### src/rtl/kirby_anim_sequencer.sv
// kirby_anim_sequencer
// Produces the action index and in-action frame index for Kirby's sprite
// lookup. Frames advance every FRAME_HOLD frame ticks. Stand (2 frames) and
// walk (10 frames) loop; inhale (10 frames) plays once and returns to stand.
//
// Ports:
//   Clk                        system clock, rising edge
//   Reset                      asynchronous active-high reset
//   frame_tick                 one-cycle pulse per video frame
//   req_valid / req_action     action change request (held until req_ready)
//   req_ready                  high when a request can be accepted
//   character_action_idx       current action (0 stand, 1 walk, 2 inhale)
//   character_action_frame_idx current frame within the action
//   frame_changed              one-cycle pulse when either index changes
//   anim_done                  one-cycle pulse when inhale finishes
//
// state     | meaning
// S_LOOP    | stand or walk playing, wrapping; requests accepted
// S_ONESHOT | inhale playing once; requests ignored

module kirby_anim_sequencer #(
    parameter int FRAME_HOLD = 6
) (
    input  logic       Clk,
    input  logic       Reset,
    input  logic       frame_tick,
    input  logic       req_valid,
    input  logic [2:0] req_action,
    output logic       req_ready,
    output logic [2:0] character_action_idx,
    output logic [3:0] character_action_frame_idx,
    output logic       frame_changed,
    output logic       anim_done
);

    typedef enum logic {S_LOOP = 1'b0, S_ONESHOT = 1'b1} state_t;

    localparam logic [3:0] HOLD_LAST = 4'(FRAME_HOLD - 1);

    state_t     state_q, state_d;
    logic [2:0] action_q, action_d;
    logic [3:0] frame_q, frame_d;
    logic [3:0] hold_q, hold_d;
    logic       frame_changed_q, frame_changed_d;
    logic       anim_done_q, anim_done_d;

    logic       accept;
    logic [2:0] req_eff;
    logic [3:0] loop_last;

    assign accept    = req_valid && (state_q == S_LOOP);
    // Out-of-range requests fall back to standing.
    assign req_eff   = (req_action >= 3'd3) ? 3'd0 : req_action;
    // Only stand and walk are ever looped.
    assign loop_last = (action_q == 3'd1) ? 4'd9 : 4'd1;

    always_ff @(posedge Clk or posedge Reset) begin
        if (Reset) begin
            state_q         <= S_LOOP;
            action_q        <= 3'd0;
            frame_q         <= 4'd0;
            hold_q          <= 4'd0;
            frame_changed_q <= 1'b0;
            anim_done_q     <= 1'b0;
        end else begin
            state_q         <= state_d;
            action_q        <= action_d;
            frame_q         <= frame_d;
            hold_q          <= hold_d;
            frame_changed_q <= frame_changed_d;
            anim_done_q     <= anim_done_d;
        end
    end

    always_comb begin
        state_d         = state_q;
        action_d        = action_q;
        frame_d         = frame_q;
        hold_d          = hold_q;
        frame_changed_d = 1'b0;
        anim_done_d     = 1'b0;

        if (accept) begin
            // An accepted request always consumes a coincident tick, even
            // when it names the action already playing.
            if (req_eff != action_q) begin
                action_d        = req_eff;
                frame_d         = 4'd0;
                hold_d          = 4'd0;
                frame_changed_d = 1'b1;
                state_d         = (req_eff == 3'd2) ? S_ONESHOT : S_LOOP;
            end
        end else if (frame_tick) begin
            if (hold_q < HOLD_LAST) begin
                hold_d = hold_q + 4'd1;
            end else begin
                hold_d          = 4'd0;
                frame_changed_d = 1'b1;
                if (state_q == S_ONESHOT) begin
                    if (frame_q == 4'd9) begin
                        action_d    = 3'd0;
                        frame_d     = 4'd0;
                        state_d     = S_LOOP;
                        anim_done_d = 1'b1;
                    end else begin
                        frame_d = frame_q + 4'd1;
                    end
                end else begin
                    frame_d = (frame_q >= loop_last) ? 4'd0 : frame_q + 4'd1;
                end
            end
        end
    end

    always_comb begin
        req_ready                  = (state_q == S_LOOP);
        character_action_idx       = action_q;
        character_action_frame_idx = frame_q;
        frame_changed              = frame_changed_q;
        anim_done                  = anim_done_q;
    end

endmodule
### config.mk
export PLATFORM = sky130hd
export DESIGN_NAME = kirby_anim_sequencer
export DESIGN_NICKNAME = d
export VERILOG_FILES = /design/src/rtl/kirby_anim_sequencer.sv
export SDC_FILE = /design/constraint.sdc
export NUM_CORES = 1
export LEC_CHECK = 0
export CAP_MARGIN = 30
export CORE_MARGIN = 1.5
export CORE_UTILIZATION = 50
export CTS_BUF_LIST = sky130_fd_sc_hd__clkbuf_8
export CTS_CLUSTER_SIZE = 12
export DETAILED_ROUTE_END_ITERATION = 8
export HOLD_SLACK_MARGIN = 0.1
export PLACE_DENSITY = 0.82
export SLEW_MARGIN = 20
export SYNTH_ARGS = -nofsm -noshare
export SYNTH_HDL_FRONTEND = slang
export SYNTH_SLANG_ARGS = --single-unit
### constraint.sdc
create_clock -name Clk -period 2.3 [get_ports Clk]
set_clock_uncertainty 0.2 [all_clocks]
set_input_delay 0.46 -clock Clk [delete_from_list [all_inputs] [get_ports Clk]]
set_output_delay 0.46 -clock Clk [all_outputs]
set_load 0.005 [all_outputs]
==> results of run 1 <==
==> final timing paths <==
path,startpoint,depth (start not counted),slack [ns],endpoint
max reg2reg,character_action_idx[1],7,0.20,character_action_frame_idx[1]
max in group asynchronous,Reset,2,1.21,character_action_idx[1]
min,Reset,2,0.34,frame_changed
max,character_action_idx[1],7,0.20,character_action_frame_idx[1]
min reg2reg,hold_q[1],1,0.38,hold_q[1]
min in group Clk,hold_q[1],1,0.38,hold_q[1]
==> power by group <==
group | total, mW | internal [mW] | switching, mW
combinational | 0.592 | 0.338 | 0.253
sequential | 0.454 | 0.334 | 0.120
clock | 0.232 | 0.151 | 0.0804
==> cells by family (layout without fill, tap and decap cells) <==
kind of cell               Yosys count  in the layout
AOI/OAI and AO/OA                   21             21
xor gates and xnor gates             2              2
adders and majority gates            6              6
buffers and inverters               12             36
DFF                                 14             14
and+or+nand+nor                     29             29
==> cells in the final DEF (no fill, tap or decap), types with 4 or more instances in the layout <==
cell type	instances
a32o_1	6
and2b_1	4
dfrtp_1	14
ha_1	6
inv_1	10
clkdlybuf4s50_1	16
clkbuf_8	4
buf_4	6
nor3_1	4
a31o_2	4
==> sequential cells by signal, summed over array words and instances, names as in the netlist <==
signal / flops
state_q: 1
hold_q: 4
anim_done: 1
frame_changed: 1
character_action_frame_idx: 4
character_action_idx: 3
==> area by class of cell <==
cell class              count  area [µm²]
clock buffers               4        55.1
fillers                   143         544
inverters                  10        37.5
multi-input cells          58         475
flip-flops and latches     14         350
well taps                  17        21.3
repair buffers             22         205
==> critical path, cell delays in order (launching register included) <==
cell	delay (ns)
dfrtp_1	0.43
inv_1	0.12
nand3b_1	0.10
ha_1	0.29
nor2_1	0.04
nor3_1	0.38
nor3_1	0.13
a32o_1	0.29
==> per-layer routing <==
layer  global-route usage (%)  part of all wire, %
met3                     2.80                  3.6
met1                     27.7                   48
met5                        0                    0
met4                     10.6                 0.44
met2                     32.3                   48
==> results.json, run 1 <==
{
  "outcome": "finished clean",
  "worstSetupPathType": "register to register",
  "synth_common_cells": "14 x dfrtp_1, 10 x inv_1, 6 x a32o_1, 6 x ha_1",
  "period_needed_ns": 2.10,
  "final_util_pct": 67.8,
  "cts-resized-gates": 0,
  "synth_edf_count": 0,
  "core_um2": 1690,
  "tightest_slew_ns": 0.511,
  "critPathRequiredTime_ns": 2.23,
  "via_count": 735,
  "postCtsSetupBuffers": 0,
  "hpwl_um": 1410,
  "synthTopCellsByArea": "dfrtp_1 40%, ha_1 8.5%, a32o_1 6.8%, inv_1 4.2%, a31o_2 4.0%",
  "dieArea_um2": 2030,
  "post-route-period-util_pct": 91.4,
  "synth.area.mux_share_pct": 0,
  "wire_per_inst_um": 14.7,
  "cts_max_level": 1,
  "p_leak_nw": 0.540,
  "synth_top_area_share_pct": 39.5,
  "start_util_pct": 52.4,
  "synth-xor-area-share_pct": 1.98,
  "final_max_slew_viol_count": 0,
  "synth_area_um2": 886,
  "synthDistinctLibCells": 37,
  "die_width_um": 45.1,
  "synth_flop_cell": "dfrtp_1",
  "antennaDiodeCount": 0,
  "finalPower_mw": 1.28,
  "grt_pass1_vias": 708,
  "cts_hold_buf": 0,
  "synth_simple_gate_area_share_pct": 22.3,
  "vias_per_cell": 5.88,
  "numCtsBuffers": 3,
  "syn_avg_cell_area_um2": 10.5,
  "final_cell_area_um2": 1140,
  "drt-pass1-iter-count": 4,
  "drc": 0,
  "crit_path_end_kind": "register",
  "row_count": 15,
  "fmax_mhz": 476,
  "ys_ff_latch": 14,
  "stdcell_count": 125,
  "synth_compound_area_share_pct": 20.9,
  "grt_use_total_pct": 20.6,
  "seq_area_frac_synth_pct": 39.5,
  "wl_um": 1840,
  "setup_viol": 0,
  "netlist_instances": 84,
  "cts_tree": "done",
  "fin_tns_setup_ns": 0,
  "clk_latency_ns": 0.24,
  "pre_cts_slack_ns": -0.00911,
  "overflow": 0,
  "place_area_um2": 1090,
  "numPortBuffers": 16,
  "hold_class": "input pin to asynchronous set/reset pin",
  "vdd_drop_max_uv": 656,
  "die_h_um": 45.1,
  "start_kind": "register",
  "grt_pass1_wl_um": 3000,
  "path_clk_slew_ns": 0.06,
  "drt_iter0_markers": 12,
  "syn_nets": 97,
  "antenna_found_initial": 0,
  "postRouteAntennaNets": 0,
  "tritoncts_num_sinks": 14,
  "cts.path.max_buffers": 2,
  "ios": 17,
  "grt_max_degree": 15,
  "drive_gt1_share_pct": 16.7,
  "slew_headroom_pct": 65.9,
  "rsz0062_at_grt": "false",
  "power_density_nw_per_um2": 1120,
  "gp_congestion": 0.857,
  "dp.cells": 121,
  "worstPathMaxFanout": 6,
  "setup_slack_ns": 0.198,
  "async_flop_share_pct": 100,
  "syn_to_final_growth_pct": 29.2,
  "ys.warnings.count": 0,
  "arrival_ns": 2.03,
  "hold_ws_ns": 0.345,
  "max_cap_violations": 0,
  "synth_top_family_by_area": "simple AND/OR/NAND/NOR gates",
  "ctsRootBufferMaster": "clkbuf_8",
  "nets": 122,
  "yosysMostFrequentCell": "dfrtp_1",
  "hold_viol": 0,
  "synthAdderAreaFrac_pct": 8.47,
  "synth.largest_area_cell": "dfrtp_1"
}
(Power assumes the default switching activity.)
==> run 2: changes to the inputs <==
--- a/config.mk
+++ b/config.mk
@@ -11,6 +11,7 @@
 export CTS_BUF_LIST = sky130_fd_sc_hd__clkbuf_8
 export CTS_CLUSTER_SIZE = 12
 export DETAILED_ROUTE_END_ITERATION = 8
+export GPL_TIMING_DRIVEN = 0
 export HOLD_SLACK_MARGIN = 0.1
 export PLACE_DENSITY = 0.82
 export SLEW_MARGIN = 20
==> run 2 against run 1 <==
Critical path depth down 2. Sequential power fell by 4%. Design area is 2.0% lower. First-iteration DRC count increased by 25%. Worst hold slack better by 0.0075 ns.
==> results.json, run 2 (synthesis results as in run 1) <==
{
  "nFillCells": 138,
  "vias_per_cell": 5.96,
  "vdd_drop_max_uv": 591,
  "pre_cts_slack_ns": -0.0781,
  "wl_um": 1690,
  "grt_use_total_pct": 19.5,
  "start_kind": "input pin",
  "drc": 0,
  "drt-pass1-iter-count": 4,
  "grt_max_degree": 15,
  "start_util_pct": 52.4,
  "grt_pass1_vias": 680,
  "wire_per_inst_um": 14.0,
  "via_count": 721,
  "gr-usage-met1_pct": 28.6,
  "setup_slack_ns": 0.156,
  "dieArea_um2": 2030,
  "drive_gt1_share_pct": 13.5,
  "row_count": 15,
  "overflow": 0,
  "cts_tree": "done",
  "die_h_um": 45.1,
  "grtUsageMet3_pct": 1.20,
  "nets": 118,
  "fmax_mhz": 467,
  "antenna_found_initial": 0,
  "hpwl_um": 1320,
  "final_max_slew_viol_count": 0,
  "core_um2": 1690,
  "ctsRootBufferMaster": "clkbuf_8",
  "postCtsSetupBuffers": 0,
  "period_needed_ns": 2.14,
  "final_util_pct": 66.4,
  "cts-resized-gates": 0,
  "gr-max-usage-layer": "met2",
  "use_met2_pct": 31.4,
  "ios": 17,
  "path_clk_slew_ns": 0.05,
  "cts_hold_buf": 0,
  "worstSetupPathType": "input pin to register",
  "crit_path_end_kind": "register",
  "slew_headroom_pct": 61.1,
  "place_area_um2": 1070,
  "power_density_nw_per_um2": 1130,
  "r2r_slack_ns": 0.16,
  "hold_class": "input pin to asynchronous set/reset pin",
  "rsz0062_at_grt": "false",
  "max_cap_violations": 0,
  "tightest_slew_ns": 0.581,
  "antennaDiodeCount": 0,
  "p_leak_nw": 0.525,
  "final_cell_mix": "16 x clkdlybuf4s50_1, 14 x dfrtp_1, 10 x inv_1",
  "numCtsBuffers": 3,
  "worstPathMaxFanout": 8,
  "cts.path.max_buffers": 2,
  "arrival_ns": 2.07,
  "mostFrequentLayoutCell": "clkdlybuf4s50_1",
  "setup_viol": 0,
  "grt_pass1_wl_um": 2950,
  "syn_to_final_growth_pct": 26.7,
  "cts_max_level": 1,
  "postRouteAntennaNets": 0,
  "tritoncts_num_sinks": 14,
  "critPathRequiredTime_ns": 2.22,
  "final_cell_area_um2": 1120,
  "outcome": "finished clean",
  "gp_congestion": 0.845,
  "post-route-period-util_pct": 93.2,
  "clk_latency_ns": 0.23,
  "drt_iter0_markers": 15,
  "hold_viol": 0,
  "numPortBuffers": 16,
  "die_width_um": 45.1
}
==> run 2: cell types whose count changed in the layout (fill, tap and decap cells not counted) <==
cell	before	now
buf_4	6	0
buf_6	0	2
==> run 2: layer usage <==
metal | wire length [µm] | share of wire, %
met1 | 812 | 48
met2 | 812 | 48
met3 | 57 | 3.4
met4 | 8 | 0.47
met5 | 0 | 0
==> run 2: stage by stage <==
step | hold WS (ns) | cells | power [mW] | TNS (ns)
2_1_floorplan | 0.149 | 84 | 0.816 | 0
3_3_place_gp | 0.342 | 117 | 1.02 | -0.199
3_5_place_dp | 0.369 | 117 | 1.04 | -0.164
4_1_cts | 0.373 | 121 | 1.28 | 0
5_1_grt | 0.413 | 121 | 1.37 | 0
6_report | 0.352 | 121 | 1.27 | 0
==> run 2: layout make-up <==
type / instances / area [µm²] / area share (%)
plain buffers: 2 / 22.5 / 2.01
clock buffers: 4 / 55.1 / 4.91
inverters: 10 / 37.5 / 3.34
multi-input cells: 58 / 475 / 42.4
flip-flops and latches: 14 / 350 / 31.2
well taps: 17 / 21.3 / 1.90
repair buffers: 16 / 160 / 14.3
==> run 2: worst paths after layout <==
check / depth (start not counted) / to / start
setup / recovery: 5 / character_action_frame_idx[1] / req_valid
hold / removal: 2 / hold_q[3] / Reset
setup reg to reg: 6 / character_action_frame_idx[1] / character_action_idx[2]
hold reg to reg: 1 / hold_q[2] / hold_q[2]
max in group asynchronous: 2 / state_q / Reset
min in group Clk: 1 / hold_q[2] / hold_q[2]
==> run 2: worst max-delay path, cell delays in order <==
cell             delay, ns
clkdlybuf4s50_1       0.50
or2b_2                0.36
o211ai_1              0.30
nor3_1                0.16
a32o_1                0.28
==> run 2: where the power goes <==
group / internal, mW / switching [mW]
Combinational: 0.342 / 0.262
Clock: 0.151 / 0.0774
Sequential: 0.334 / 0.102
==> run 3: changes to the inputs <==
--- a/config.mk
+++ b/config.mk
@@ -7,13 +7,13 @@
 export LEC_CHECK = 0
 export CAP_MARGIN = 30
 export CORE_MARGIN = 1.5
-export CORE_UTILIZATION = 50
+export CORE_UTILIZATION = 47
 export CTS_BUF_LIST = sky130_fd_sc_hd__clkbuf_8
 export CTS_CLUSTER_SIZE = 12
 export DETAILED_ROUTE_END_ITERATION = 8
 export GPL_TIMING_DRIVEN = 0
 export HOLD_SLACK_MARGIN = 0.1
-export PLACE_DENSITY = 0.82
+export PLACE_DENSITY = 0.81
 export SLEW_MARGIN = 20
 export SYNTH_ARGS = -nofsm -noshare
 export SYNTH_HDL_FRONTEND = slang
==> constraint.sdc (replaced) <==
create_clock -name Clk -period 1.8 [get_ports Clk]
set_clock_uncertainty 0.2 [all_clocks]
set_input_delay 0.36 -clock Clk [delete_from_list [all_inputs] [get_ports Clk]]
set_output_delay 0.36 -clock Clk [all_outputs]
set_load 0.005 [all_outputs]
==> run 3 against run 2 <==
Worst hold slack worse by 0.11 ns. Critical endpoint is now character_action_frame_idx[2]. Largest cell class unchanged. The run now ends with negative setup slack left. First-iteration DRC count shrank 20%. Final cell count up 17%. Worst setup slack got worse by 0.25 ns. Non-clock buffer count up 13.
==> results.json, run 3 (synthesis results as in run 1) <==
{
  "wire_per_inst_um": 14.9,
  "antennaDiodeCount": 0,
  "crit_family": "simple AND/OR/NAND/NOR gates",
  "crit_path_end_kind": "register",
  "setup_slack_ns": -0.0891,
  "period_needed_ns": 1.89,
  "cts_hold_buf": 0,
  "tightest_slew_ns": 0.525,
  "cts_max_level": 1,
  "vdd_drop_max_uv": 887,
  "final_util_pct": 75.9,
  "drt_iter0_markers": 12,
  "drc": 0,
  "overflow": 0,
  "nets": 131,
  "slew_headroom_pct": 64.9,
  "grt_use_total_pct": 20.1,
  "power_density_nw_per_um2": 1520,
  "vias_per_cell": 5.59,
  "path_clk_slew_ns": 0.06,
  "postRouteAntennaNets": 0,
  "syn_to_final_growth_pct": 49.6,
  "start_kind": "register",
  "hold_viol": 0,
  "tritoncts_num_sinks": 14,
  "r2r_start": "character_action_idx[2]",
  "r2r_cells": 6,
  "via_count": 794,
  "outcome": "complete, but fails checks",
  "numCtsBuffers": 3,
  "final_cell_mix": "13 x buf_4, 12 x clkdlybuf4s50_1, 10 x dfrtp_1",
  "rsz0062_at_grt": "true",
  "ctsRootBufferMaster": "clkbuf_8",
  "cp_cell_sequence": "nand3b_1, ha_4, nor2_1, nor3_4, o21bai_1, a32o_1",
  "slowest_delay_ns": 0.41,
  "cpMaxStageDelayCell": "dfrtp_2",
  "seq_area_um2": 355,
  "hpwl_um": 1340,
  "critPathRequiredTime_ns": 1.74,
  "path_buf_inv": 0,
  "numPortBuffers": 16,
  "mostFrequentLayoutCell": "buf_4",
  "row_count": 15,
  "die_h_um": 46.4,
  "post-route-period-util_pct": 105,
  "antenna_found_initial": 0,
  "place_area_um2": 1090,
  "cts_tree": "done",
  "multi_input_area_um2": 563,
  "drive_gt1_share_pct": 37.6,
  "final_cell_area_um2": 1330,
  "gp_congestion": 0.834,
  "die_width_um": 46.4,
  "r2r-end": "character_action_frame_idx[2]",
  "start_util_pct": 50.8,
  "hold_ws_ns": 0.244,
  "fin_tns_setup_ns": -0.267,
  "max_cap_violations": 0,
  "nFillCells": 110,
  "r2r_slack_ns": -0.09,
  "dieArea_um2": 2150,
  "drt-pass1-iter-count": 4,
  "crit_start": "character_action_idx[2]",
  "grt_max_degree": 15,
  "grt_pass1_vias": 699,
  "cts.path.max_buffers": 2,
  "hold_class": "input pin to asynchronous set/reset pin",
  "core_um2": 1750,
  "wl_um": 2120,
  "fmax_mhz": 529,
  "final_max_slew_viol_count": 0,
  "grt_pass1_wl_um": 2950,
  "ios": 17,
  "worstPathMaxFanout": 4,
  "setup_viol": 10,
  "clk_latency_ns": 0.25,
  "cp-endpoint": "character_action_frame_idx[2]",
  "path_depth": 6,
  "p_leak_nw": 0.638,
  "arrival_ns": 1.83,
  "worstSetupPathType": "register to register",
  "violations": "negative setup slack"
}
-- run 3: worst min path at each step --
stage | start | to | slack (ns)
after floorplan | Reset | anim_done | 0.05
after global placement | hold_q[3] | hold_q[3] | 0.34
after detailed placement | hold_q[2] | hold_q[2] | 0.37
after CTS | Reset | hold_q[0] | 0.27
after global routing | Reset | hold_q[0] | 0.33
final | Reset | hold_q[0] | 0.24
-- run 3: repair_timing --
item,4_1_cts,5_1_grt
endpoints found under the setup margin,13,18
pin swaps,7,8
gates resized for setup,13,11
setup buffers,8,6
-- run 3: worst register-to-register path: stages, from the launching register on --
cell	delay [ns]
dfrtp_2	0.41
nand3b_1	0.22
ha_4	0.29
nor2_1	0.06
nor3_4	0.25
o21bai_1	0.10
a32o_1	0.25
-- run 3: cell type report --
type	instances	share of cell area, %
repair buffers	29	19.6
multi-input cells	58	42.5
well taps	25	2.36
clock buffers	4	4.15
inverters	10	2.83
flip-flops and latches	14	26.8
plain buffers	2	1.70
-- run 3: per-layer routing --
layer	share of wire (%)	wire, µm	GRT usage, %	vias to the layer above
met1	45	948	24.4	388
met3	3.7	79	3.92	5
met5	0	0	0	-
met2	50	1050	31.9	19
met4	1.9	40	13.1	0
li1	-	-	-	382
-- run 3: through the flow --
stage	power [mW]	cells	setup WS, ns
CTS	1.87	137	-0.114
detailed placement	1.36	125	-0.456
global placement	1.32	125	-0.436
finish	2.01	142	-0.0891
floorplan	1.06	84	0.0116
global route	2.14	142	-0.130
-- run 3: power by group --
part,switching (mW),internal [mW]
sequential,0.130,0.433
combinational,0.485,0.656
clock,0.114,0.194
